`src/rtl/fog_rate_decimator_if.sv`:
```
// Control, step-input and CPU-readout bundle of the FOG rate decimator.
// The master modport is the FOG loop / CPU side; the slave modport is the decimator itself.
interface fog_rate_decimator_if #(
  parameter int DATA_W = 32,
  parameter int ACC_W  = 48,
  parameter int CNT_W  = 16
);
  logic                     i_en;
  logic                     i_clr;
  logic                     i_trig;
  logic signed [DATA_W-1:0] i_step;
  logic [CNT_W-1:0]         i_dec_cnt;
  logic [4:0]               i_avg_shift;
  logic                     i_rd_ack;
  logic signed [ACC_W-1:0]  o_sum;
  logic signed [DATA_W-1:0] o_avg;
  logic                     o_valid;
  logic                     o_overrun;
  logic                     o_sat;
  logic [CNT_W-1:0]         o_frame_cnt;

  modport master (
    output i_en, i_clr, i_trig, i_step, i_dec_cnt, i_avg_shift, i_rd_ack,
    input  o_sum, o_avg, o_valid, o_overrun, o_sat, o_frame_cnt
  );

  modport slave (
    input  i_en, i_clr, i_trig, i_step, i_dec_cnt, i_avg_shift, i_rd_ack,
    output o_sum, o_avg, o_valid, o_overrun, o_sat, o_frame_cnt
  );
endinterface

```
`src/rtl/fog_rate_decimator.sv`:
```
// Integrates FOG feedback steps over a programmable number of triggers and
// hands each frame's saturated sum and scaled average to the CPU via valid/ack.
module fog_rate_decimator #(
  parameter int DATA_W = 32,
  parameter int ACC_W  = 48,
  parameter int CNT_W  = 16
) (
  input  logic                 i_clk,
  input  logic                 i_rst_n,
  fog_rate_decimator_if.slave  bus
);

  typedef enum logic [1:0] {
    ST_IDLE = 2'd0,
    ST_ACC  = 2'd1,
    ST_DUMP = 2'd2
  } state_t;

  localparam logic signed [ACC_W-1:0] ACC_MAX = {1'b0, {(ACC_W-1){1'b1}}};
  localparam logic signed [ACC_W-1:0] ACC_MIN = {1'b1, {(ACC_W-1){1'b0}}};
  // DATA_W signed limits, sign-extended to accumulator width for comparison.
  localparam logic signed [ACC_W-1:0] AVG_MAX = {{(ACC_W-DATA_W+1){1'b0}}, {(DATA_W-1){1'b1}}};
  localparam logic signed [ACC_W-1:0] AVG_MIN = {{(ACC_W-DATA_W+1){1'b1}}, {(DATA_W-1){1'b0}}};
  localparam logic [CNT_W-1:0]        CNT_ONE = CNT_W'(1);

  state_t                   state, state_d;
  logic signed [ACC_W-1:0]  acc, acc_d;
  logic [CNT_W-1:0]         cnt, cnt_d;
  logic [CNT_W-1:0]         dec_reg, dec_d;
  logic [CNT_W-1:0]         dec_new;
  logic [CNT_W-1:0]         cnt_inc;
  logic                     latch;
  logic                     sat_hit;

  logic signed [ACC_W-1:0]  step_ext;
  logic signed [ACC_W:0]    sum_wide;
  logic                     acc_ovf;
  logic signed [ACC_W-1:0]  acc_sat;
  logic signed [ACC_W-1:0]  shifted;
  logic signed [DATA_W-1:0] avg_sat;

  assign dec_new  = (bus.i_dec_cnt == '0) ? CNT_ONE : bus.i_dec_cnt;
  assign cnt_inc  = cnt + CNT_ONE;
  assign step_ext = {{(ACC_W-DATA_W){bus.i_step[DATA_W-1]}}, bus.i_step};

  // One guard bit: overflow shows as disagreement between the top two bits.
  assign sum_wide = {acc[ACC_W-1], acc} + {step_ext[ACC_W-1], step_ext};
  assign acc_ovf  = sum_wide[ACC_W] ^ sum_wide[ACC_W-1];
  assign acc_sat  = acc_ovf ? (sum_wide[ACC_W] ? ACC_MIN : ACC_MAX) : sum_wide[ACC_W-1:0];

  assign shifted  = acc >>> bus.i_avg_shift;

  always_comb begin
    if (shifted > AVG_MAX)      avg_sat = AVG_MAX[DATA_W-1:0];
    else if (shifted < AVG_MIN) avg_sat = AVG_MIN[DATA_W-1:0];
    else                        avg_sat = shifted[DATA_W-1:0];
  end

  // NOTE: state registers use non-blocking assignments so every flop samples
  // the pre-edge values regardless of process evaluation order.
  always_ff @(posedge i_clk or negedge i_rst_n) begin
    if (!i_rst_n) begin
      state   <= ST_IDLE;
      acc     <= '0;
      cnt     <= '0;
      dec_reg <= CNT_ONE;
    end else begin
      state   <= state_d;
      acc     <= acc_d;
      cnt     <= cnt_d;
      dec_reg <= dec_d;
    end
  end

  // NOTE: every output of this block gets a default first, so no path can
  // leave a signal unassigned and infer a latch.
  always_comb begin
    state_d = state;
    acc_d   = acc;
    cnt_d   = cnt;
    dec_d   = dec_reg;
    latch   = 1'b0;
    sat_hit = 1'b0;

    if (bus.i_clr) begin
      // Clear wins over a frame completing in the same cycle.
      state_d = bus.i_en ? ST_ACC : ST_IDLE;
      acc_d   = '0;
      cnt_d   = '0;
      dec_d   = dec_new;
    end else begin
      unique case (state)
        ST_IDLE: begin
          acc_d = '0;
          cnt_d = '0;
          if (bus.i_en) begin
            state_d = ST_ACC;
            dec_d   = dec_new;
          end
        end

        ST_ACC: begin
          if (!bus.i_en) begin
            state_d = ST_IDLE;
            acc_d   = '0;
            cnt_d   = '0;
          end else if (bus.i_trig) begin
            acc_d   = acc_sat;
            sat_hit = acc_ovf;
            cnt_d   = cnt_inc;
            if (cnt_inc == dec_reg) state_d = ST_DUMP;
          end
        end

        ST_DUMP: begin
          latch = 1'b1;
          dec_d = dec_new;
          if (bus.i_en && bus.i_trig) begin
            // A trigger during the dump opens the next frame; with one
            // trigger per frame that frame is already complete.
            acc_d   = step_ext;
            cnt_d   = CNT_ONE;
            state_d = (dec_new == CNT_ONE) ? ST_DUMP : ST_ACC;
          end else begin
            acc_d   = '0;
            cnt_d   = '0;
            state_d = bus.i_en ? ST_ACC : ST_IDLE;
          end
        end

        default: begin
          state_d = ST_IDLE;
          acc_d   = '0;
          cnt_d   = '0;
        end
      endcase
    end
  end

  always_ff @(posedge i_clk or negedge i_rst_n) begin
    if (!i_rst_n) begin
      bus.o_sum       <= '0;
      bus.o_avg       <= '0;
      bus.o_valid     <= 1'b0;
      bus.o_overrun   <= 1'b0;
      bus.o_sat       <= 1'b0;
      bus.o_frame_cnt <= '0;
    end else if (bus.i_clr) begin
      // The last frame's data stays readable across a clear.
      bus.o_valid     <= 1'b0;
      bus.o_overrun   <= 1'b0;
      bus.o_sat       <= 1'b0;
      bus.o_frame_cnt <= '0;
    end else begin
      if (sat_hit) bus.o_sat <= 1'b1;
      if (latch) begin
        bus.o_sum       <= acc;
        bus.o_avg       <= avg_sat;
        bus.o_valid     <= 1'b1;
        bus.o_frame_cnt <= bus.o_frame_cnt + CNT_ONE;
        if (bus.o_valid && !bus.i_rd_ack) bus.o_overrun <= 1'b1;
      end else if (bus.i_rd_ack) begin
        bus.o_valid <= 1'b0;
      end
    end
  end

endmodule

```
`src/flat_wrapper.sv`:
```
// flat-port wrapper written by rule: the top's interface ports become plain ports
module fog_rate_decimator_flat 
#(
  parameter int DATA_W = 32,
  parameter int ACC_W  = 48,
  parameter int CNT_W  = 16
)
  (i_clk, i_rst_n, bus_i_en, bus_i_clr, bus_i_trig, bus_i_step, bus_i_dec_cnt, bus_i_avg_shift, bus_i_rd_ack, bus_o_sum, bus_o_avg, bus_o_valid, bus_o_overrun, bus_o_sat, bus_o_frame_cnt);
  fog_rate_decimator_if #(.DATA_W(DATA_W), .ACC_W(ACC_W), .CNT_W(CNT_W)) bus_i ();
  input  logic i_clk;
  input  logic i_rst_n;
  input wire logic [$bits(bus_i.i_en)-1:0] bus_i_en;
  input wire logic [$bits(bus_i.i_clr)-1:0] bus_i_clr;
  input wire logic [$bits(bus_i.i_trig)-1:0] bus_i_trig;
  input wire logic [$bits(bus_i.i_step)-1:0] bus_i_step;
  input wire logic [$bits(bus_i.i_dec_cnt)-1:0] bus_i_dec_cnt;
  input wire logic [$bits(bus_i.i_avg_shift)-1:0] bus_i_avg_shift;
  input wire logic [$bits(bus_i.i_rd_ack)-1:0] bus_i_rd_ack;
  output wire logic [$bits(bus_i.o_sum)-1:0] bus_o_sum;
  output wire logic [$bits(bus_i.o_avg)-1:0] bus_o_avg;
  output wire logic [$bits(bus_i.o_valid)-1:0] bus_o_valid;
  output wire logic [$bits(bus_i.o_overrun)-1:0] bus_o_overrun;
  output wire logic [$bits(bus_i.o_sat)-1:0] bus_o_sat;
  output wire logic [$bits(bus_i.o_frame_cnt)-1:0] bus_o_frame_cnt;
  assign bus_i.i_en = bus_i_en;
  assign bus_i.i_clr = bus_i_clr;
  assign bus_i.i_trig = bus_i_trig;
  assign bus_i.i_step = bus_i_step;
  assign bus_i.i_dec_cnt = bus_i_dec_cnt;
  assign bus_i.i_avg_shift = bus_i_avg_shift;
  assign bus_i.i_rd_ack = bus_i_rd_ack;
  assign bus_o_sum = bus_i.o_sum;
  assign bus_o_avg = bus_i.o_avg;
  assign bus_o_valid = bus_i.o_valid;
  assign bus_o_overrun = bus_i.o_overrun;
  assign bus_o_sat = bus_i.o_sat;
  assign bus_o_frame_cnt = bus_i.o_frame_cnt;
  fog_rate_decimator #(.DATA_W(DATA_W), .ACC_W(ACC_W), .CNT_W(CNT_W)) u_core (.i_clk(i_clk), .i_rst_n(i_rst_n), .bus(bus_i));
endmodule
```
`config.mk`:
```
export PLATFORM = sky130hd
export DESIGN_NAME = fog_rate_decimator_flat
export DESIGN_NICKNAME = d
export VERILOG_FILES = /design/src/rtl/fog_rate_decimator_if.sv /design/src/rtl/fog_rate_decimator.sv /design/src/flat_wrapper.sv
export SDC_FILE = /design/constraint.sdc
export NUM_CORES = 1
export LEC_CHECK = 0
export ABC_CLOCK_PERIOD_IN_PS = 6410
export BUFFER_PORTS_ARGS = -buffer_cell sky130_fd_sc_hd__buf_2
export CAP_MARGIN = 20
export CORE_MARGIN = 3
export CORE_UTILIZATION = 40
export DETAILED_ROUTE_END_ITERATION = 10
export PLACE_DENSITY = 0.61
export RECOVER_POWER = 25
export SKIP_CTS_REPAIR_TIMING = 1
export SLEW_MARGIN = 5
export SYNTH_ARGS = -nofsm -noshare
export SYNTH_HDL_FRONTEND = slang
export SYNTH_SLANG_ARGS = --single-unit
```
`constraint.sdc`:
```
create_clock -name i_clk -period 6.41 [get_ports i_clk]
set_input_delay 0.641 -clock i_clk [delete_from_list [all_inputs] [get_ports i_clk]]
set_output_delay 0.641 -clock i_clk [all_outputs]
set_load 0.05 [all_outputs]
```
# Word level (Yosys, flattened, before mapping)
# Cells that the tools add are included.
# op_classes
add_sub_neg	3
magnitude_cmp	2
eq_ne	7
shifts	1
n_mux	43
bitwise_logic	2
reduce_logical	14
# ops
operator	n
48-bit 2-to-1 mux	6
16-bit 2-to-1 mux	8
48-bit case mux with 2 select lines	1
32-bit 2-to-1 mux	2
16-bit case mux with 2 select lines	2
48-bit by 32-bit adder with 49-bit output	1
48-bit by 32-bit greater-than comparator with 1-bit output (second input constant)	1
48-bit by 32-bit < comparator with 1-bit output (second input constant)	1
48-bit by 5-bit >>> shifter with 48-bit output	1
16-bit by 1-bit adder with 16-bit output (second input constant)	2
16-bit by 1-bit equality test with 1-bit output (second input constant)	1
16-bit equality test	1
16-bit zero test	1
1-bit 2-to-1 mux	16
2-bit 2-to-1 mux	7
2-bit case mux with 3 select lines	1
2-bit AND reduction	3
2-bit nonzero test	3
3-bit nonzero test	2
4-bit by 3-bit inequality test with 1-bit output (second input constant)	1
4-bit inequality test (second input constant)	1
3-bit inequality test (second input constant)	1
3-bit AND reduction	1
2-bit by 1-bit equality test with 1-bit output (second input constant)	1
other kinds (6)	7
# word_totals
ff_bits	181

# Depth between registers and ports, before layout
# logic_depth
word_depth	8
ltp_mapped	14

# Least setup slack after synthesis
# No wires, ideal clock.
# synth_timing
path_type	input-to-reg
startpoint	input port bus_i_step[0]
endpoint	register u_core.acc[41]
t_arrival_ps	3549
slack_ps	2737
path_stages	13
path_buffers	1
cell_sequence	ha_1 -> fa_1 -> a211oi_1 -> o211ai_1 -> o211ai_1 -> a2111oi_0 -> nor3_2 -> nor2_1 -> o31a_1 -> xnor2_2 -> clkbuf_1 -> a21oi_1 -> a211o_1
# synth_between
elab_chain_len	7
word_cells_on_any_way	8
classes_between	add/sub (1); mux (6); bitwise (1)
# synth_lines
element	line_no	text
start: declaration	flat_wrapper.sv:15	input wire logic [$bits(bus_i.i_step)-1:0] bus_i_step;
48-bit by 32-bit adder with 49-bit output (*)	fog_rate_decimator.sv:47	assign sum_wide = {acc[ACC_W-1], acc} + {step_ext[ACC_W-1], step_ext};
48-bit 2-to-1 mux / 1-bit XOR (equally long branches)	fog_rate_decimator.sv:49, fog_rate_decimator.sv:48	
48-bit 2-to-1 mux (*)	fog_rate_decimator.sv:49	assign acc_sat = acc_ovf ? (sum_wide[ACC_W] ? ACC_MIN : ACC_MAX) : sum_wide[ACC_W-1:0];
48-bit 2-to-1 mux (*)	fog_rate_decimator.sv:107	end else if (bus.i_trig) begin
48-bit 2-to-1 mux (*)	fog_rate_decimator.sv:103	if (!bus.i_en) begin
48-bit case mux with 2 select lines (*)	fog_rate_decimator.sv:92	unique case (state)
48-bit 2-to-1 mux (*)	fog_rate_decimator.sv:85	if (bus.i_clr) begin
end signal: assignment	fog_rate_decimator.sv:64	acc <= '0;
end signal: assignment	fog_rate_decimator.sv:69	acc <= acc_d;
end: declaration	fog_rate_decimator.sv:27	logic signed [ACC_W-1:0] acc, acc_d;
# Mark *: on every way between the ends. The rest lies on a longest branch, timed or not. The select of a mux whose other input is x is not followed.
# A chain may end at the register's enable or synchronous reset.

# Final worst setup path
# layout_timing
startpoint	register u_core.acc[0]
endpoint	register u_core.acc[1]
# layout_between
elab_chain_len	7
word_cells_on_any_way	8
classes_between	add/sub (1); mux (6); bitwise (1)
# layout_lines
element	line_no
48-bit by 32-bit adder with 49-bit output (*)	fog_rate_decimator.sv:47
48-bit 2-to-1 mux / 1-bit XOR (equally long branches)	fog_rate_decimator.sv:49, fog_rate_decimator.sv:48
48-bit 2-to-1 mux (*)	fog_rate_decimator.sv:49
48-bit 2-to-1 mux (*)	fog_rate_decimator.sv:107
48-bit 2-to-1 mux (*)	fog_rate_decimator.sv:103
48-bit case mux with 2 select lines (*)	fog_rate_decimator.sv:92
48-bit 2-to-1 mux (*)	fog_rate_decimator.sv:85
# Marked as above.

==> summary.txt <==
Outcome
  • Status: finished, violations left
  • Failing checks: max-capacitance violations, max-slew violations

Min path
  • HP Class: input pin to flip-flop
  • Hold path depth: 2
  • Worst Min Path Start: bus_i_dec_cnt[3]

GRT
  • GRT busiest layer: met2
  • Initial antenna violation count: 5
  • Largest net degree at the start of global routing: 79
  • Met3 Resource Use GR: 3.85%
  • GR Layer Usage met2: 36.7%
  • Total gr overflow: 0
  • All-Layer GR Usage: 21.3%
  • Global-route wire length before repair: 61300 µm
  • Vias in the first global route: 11614
  • Met1 Use GR: 27.5%

Synth
  • Synth Area in XOR/XNOR: 5.67%
  • Synth cell types: 76
  • Yosys reg bits: 181
  • Mux cell area share after synthesis: 10.8%
  • Largest family of logic cells by synthesized area: compound AO/OA/AOI/OAI gates
  • Synth Warn #: 0
  • Synth Area in Compound Gates: 22.6%
  • Mapped Area: 13300 µm²
  • Register area share after synthesis: 34.2%
  • Post-synthesis cell count: 1525
  • Syn_nets: 1639
  • Most common flop cell mapped by yosys: dfrtp_1
  • Synth Area in Adders: 5.25%
  • Number of enable flip-flop cells after synthesis: 0
  • Syn Area/Cell: 8.69 µm²
  • Async SR Flop Fraction: 100%
  • Simple logic cell fraction of the synthesized area: 17.4%

Clock network
  • Worst-Skew Late Latency: 0.46 ns
  • Num CTS Buffers: 17
  • CTS tree: built
  • Total clock sinks: 181
  • H-tree Lvls: 4
  • Clk slew on worst S/H paths: 0.07 ns
  • Root cell of the clock tree: clkbuf_16
  • Longest Clk Path Bufs: 2

Detailed routing
  • Via count: 11807
  • Drt via density: 5.72
  • DR iter-0 viols: 746
  • Total iterations of the first detailed-routing run: 7
  • Routed Antenna Nets: 0
  • Post-Route WL: 37700 µm
  • Remaining DRCs: 0
  • DR WL/cell: 18.3 µm

Finish
  • Area grow syn2layout: 12.5%
  • Fin area: 14900 µm²
  • Layout cells sized above 1: 18.3%
  • N_diodes: 0
  • Nets: 1723
  • Filler Cell Count: 3247
  • Largest regs: u_core.acc: 48 flops, u_core.bus.o_sum: 48 flops, u_core.bus.o_avg: 32 flops

Floorplanning
  • Die X: 188 µm
  • Rows: 66
  • Die area: 35400 µm²
  • Core ar.: 32600 µm²
  • I/O Pins: 158
  • Starting Density: 40.6%
  • Die height: 188 µm

STA
  • Skew final: 0.0127 ns
  • Worst Max-Slew Pin Slew: 2.89 ns
  • Slew headroom: -92.5%
  • Max-slew violations: 186
  • Final Cycle Share: 70.0%
  • Final hold viol count: 0
  • # setup viols final: 0
  • RSZ-0062 raised after global routing: false
  • Fmax: 223 MHz
  • Min Clock Period, post-route: 4.49 ns
  • Post-Route Setup TNS: 0 ns

Critical path
  • Critical path, cell by cell: ha_1, fa_1, a211oi_1, o211ai_1, o211ai_1, a2111oi_0, nor3_2, nor2_1, o31a_1, xnor2_4, buf_4, a21oi_1, a221o_1
  • CP Class: flip-flop to flip-flop
  • Number of cells on the critical path: 13
  • Worst setup SP type: flip-flop
  • Slowest-stage cell, CP: buf_4
  • Setup crit end kind: flip-flop
  • Top cell by count, worst path: o211ai_1
  • Reg-to-reg startpoint: u_core.acc[0]$_DFFE_PN0N_
  • Crit path DAT: 4.83 ns
  • Capture point of the worst reg-to-reg path: u_core.acc[1]$_DFFE_PN0N_
  • Crit path required time: 6.75 ns
  • CP max FO: 34
  • R2R setup slack: 1.92 ns
  • R2R depth: 13
  • Critical Path Start: u_core.acc[0]$_DFFE_PN0N_
  • Max incr delay on CP: 0.46 ns
  • Worst path top cell family by delay: compound AO/OA/AOI/OAI gates
  • Worst Path Buf+Inv: 1
  • Crit path to: u_core.acc[1]$_DFFE_PN0N_

Pwr
  • Max IR drop VDD: 0.203 mV
  • Sw Ratio: 39.8%
  • Sequential Power Share: 37.2%
  • Psw: 0.00153 W
  • Clk network pwr share: 27.9%
  • Lkg Pwr: 7.06 nW
  • PwrDens: 258 nW/µm²
  • Combinational power share: 34.9%
  • P_int: 0.00232 W

Job
  • Max cap viols: 3

Placed design
  • RePlAce Congestion: 0.888
  • I/O Buffers: 157
  • DP HPWL: 27300 µm
  • Placed cell areas: 14300 µm²
[layout make-up]
type | instances | area [µm²] | share of cell area, %
Timing Repair Buffer | 170 | 905 | 6.06
Tap cell | 442 | 553 | 3.71
Multi-Input combinational cell | 1210 | 8240 | 55.3
Clock inverter | 11 | 129 | 0.864
Inverter | 29 | 109 | 0.730
Clock buffer | 20 | 447 | 2.99
Sequential cell | 181 | 4530 | 30.4
[cell usage in the layout, fill, tap and decap left out, types with 16 or more instances in the layout]
master | netlist | final
o211ai_1 | 23 | 23
nand2_1 | 254 | 254
mux4_2 | 30 | 30
xor2_1 | 41 | 41
dfrtp_1 | 180 | 180
a21oi_1 | 134 | 134
a221o_1 | 31 | 31
nand3_1 | 24 | 24
o22a_1 | 32 | 32
inv_1 | 26 | 26
nor2_1 | 140 | 138
a21o_1 | 20 | 20
mux2_2 | 31 | 31
xnor2_1 | 43 | 43
ha_1 | 54 | 54
buf_2 | 14 | 156
a211oi_1 | 17 | 16
nand4_1 | 27 | 27
o21ai_0 | 76 | 76
clkbuf_16 | 0 | 17
mux2i_1 | 39 | 39
[per-layer routing]
layer / share of wire [%] / vias up
met2: 49 / 272
met5: 0.20 / -
met3: 4.2 / 55
met4: 1.8 / 10
met1: 45 / 5757
li1: - / 5713
[worst min-delay path by stage]
| stage | endpoint | slack [ns] |
|---|---|---|
| after global routing | u_core.dec_reg[10]$_DFFE_PN0P_ | 0.41 |
| after floorplan | u_core.acc[0]$_DFFE_PN0N_ | 0.35 |
| after detailed placement | u_core.bus.o_sum[21]$_DFFE_PN0P_ | 0.46 |
| final | u_core.dec_reg[3]$_DFFE_PN0P_ | 0.42 |
| after global placement | u_core.bus.o_sum[6]$_DFFE_PN0P_ | 0.45 |
| after CTS | u_core.bus.o_sum[9]$_DFFE_PN0P_ | 0.12 |
[cell families (layout without fill, tap and decap cells)]
group           after synthesis  in the layout
xor+xnor                     85             85
mux                         101            101
fa+ha+maj                    55             55
flops                       181            181
compound gates              440            440
buf+inv                     134            230
simple gates                529            529
[cells in the mapped netlist (15+ instances only)]
library cell	count	area (µm²)
a211o_1	15	131
a211oi_1	17	128
a21o_1	20	150
a21oi_1	134	671
a221o_1	31	310
clkbuf_1	79	297
dfrtp_1	180	4500
ha_1	54	676
inv_1	26	97.6
mux2_2	31	349
mux2i_1	39	390
mux4_2	30	676
nand2_1	254	953
nand3_1	24	120
nand4_1	27	169
nor2_1	140	526
o211ai_1	23	173
o21ai_0	76	380
o22a_1	32	280
xnor2_1	43	377
xor2_1	41	359
[metrics by stage]
stage	utilization, %	total power [W]	hold WS [ns]	worst slack (ns)	cells
after floorplan	-	0.00245	0.345	2.74	1525
after global placement	43.8	0.00278	0.455	1.77	2028
after detailed placement	44.0	0.00280	0.459	1.66	2031
after CTS	45.7	0.00389	0.117	1.99	2062
after global routing	45.7	0.00405	0.407	1.53	2063
final	45.7	0.00385	0.417	1.92	2063
[power groups by stage]
stage               logic [W]  clock network, W  registers (W)
global placement      0.00133                 0        0.00145
global route          0.00145           0.00115        0.00146
floorplan            0.000595                 0        0.00186
detailed placement    0.00134                 0        0.00146
CTS                   0.00135           0.00111        0.00143
finish                0.00134           0.00107        0.00143
No activity file was read; power rests on OpenSTA's default activity.
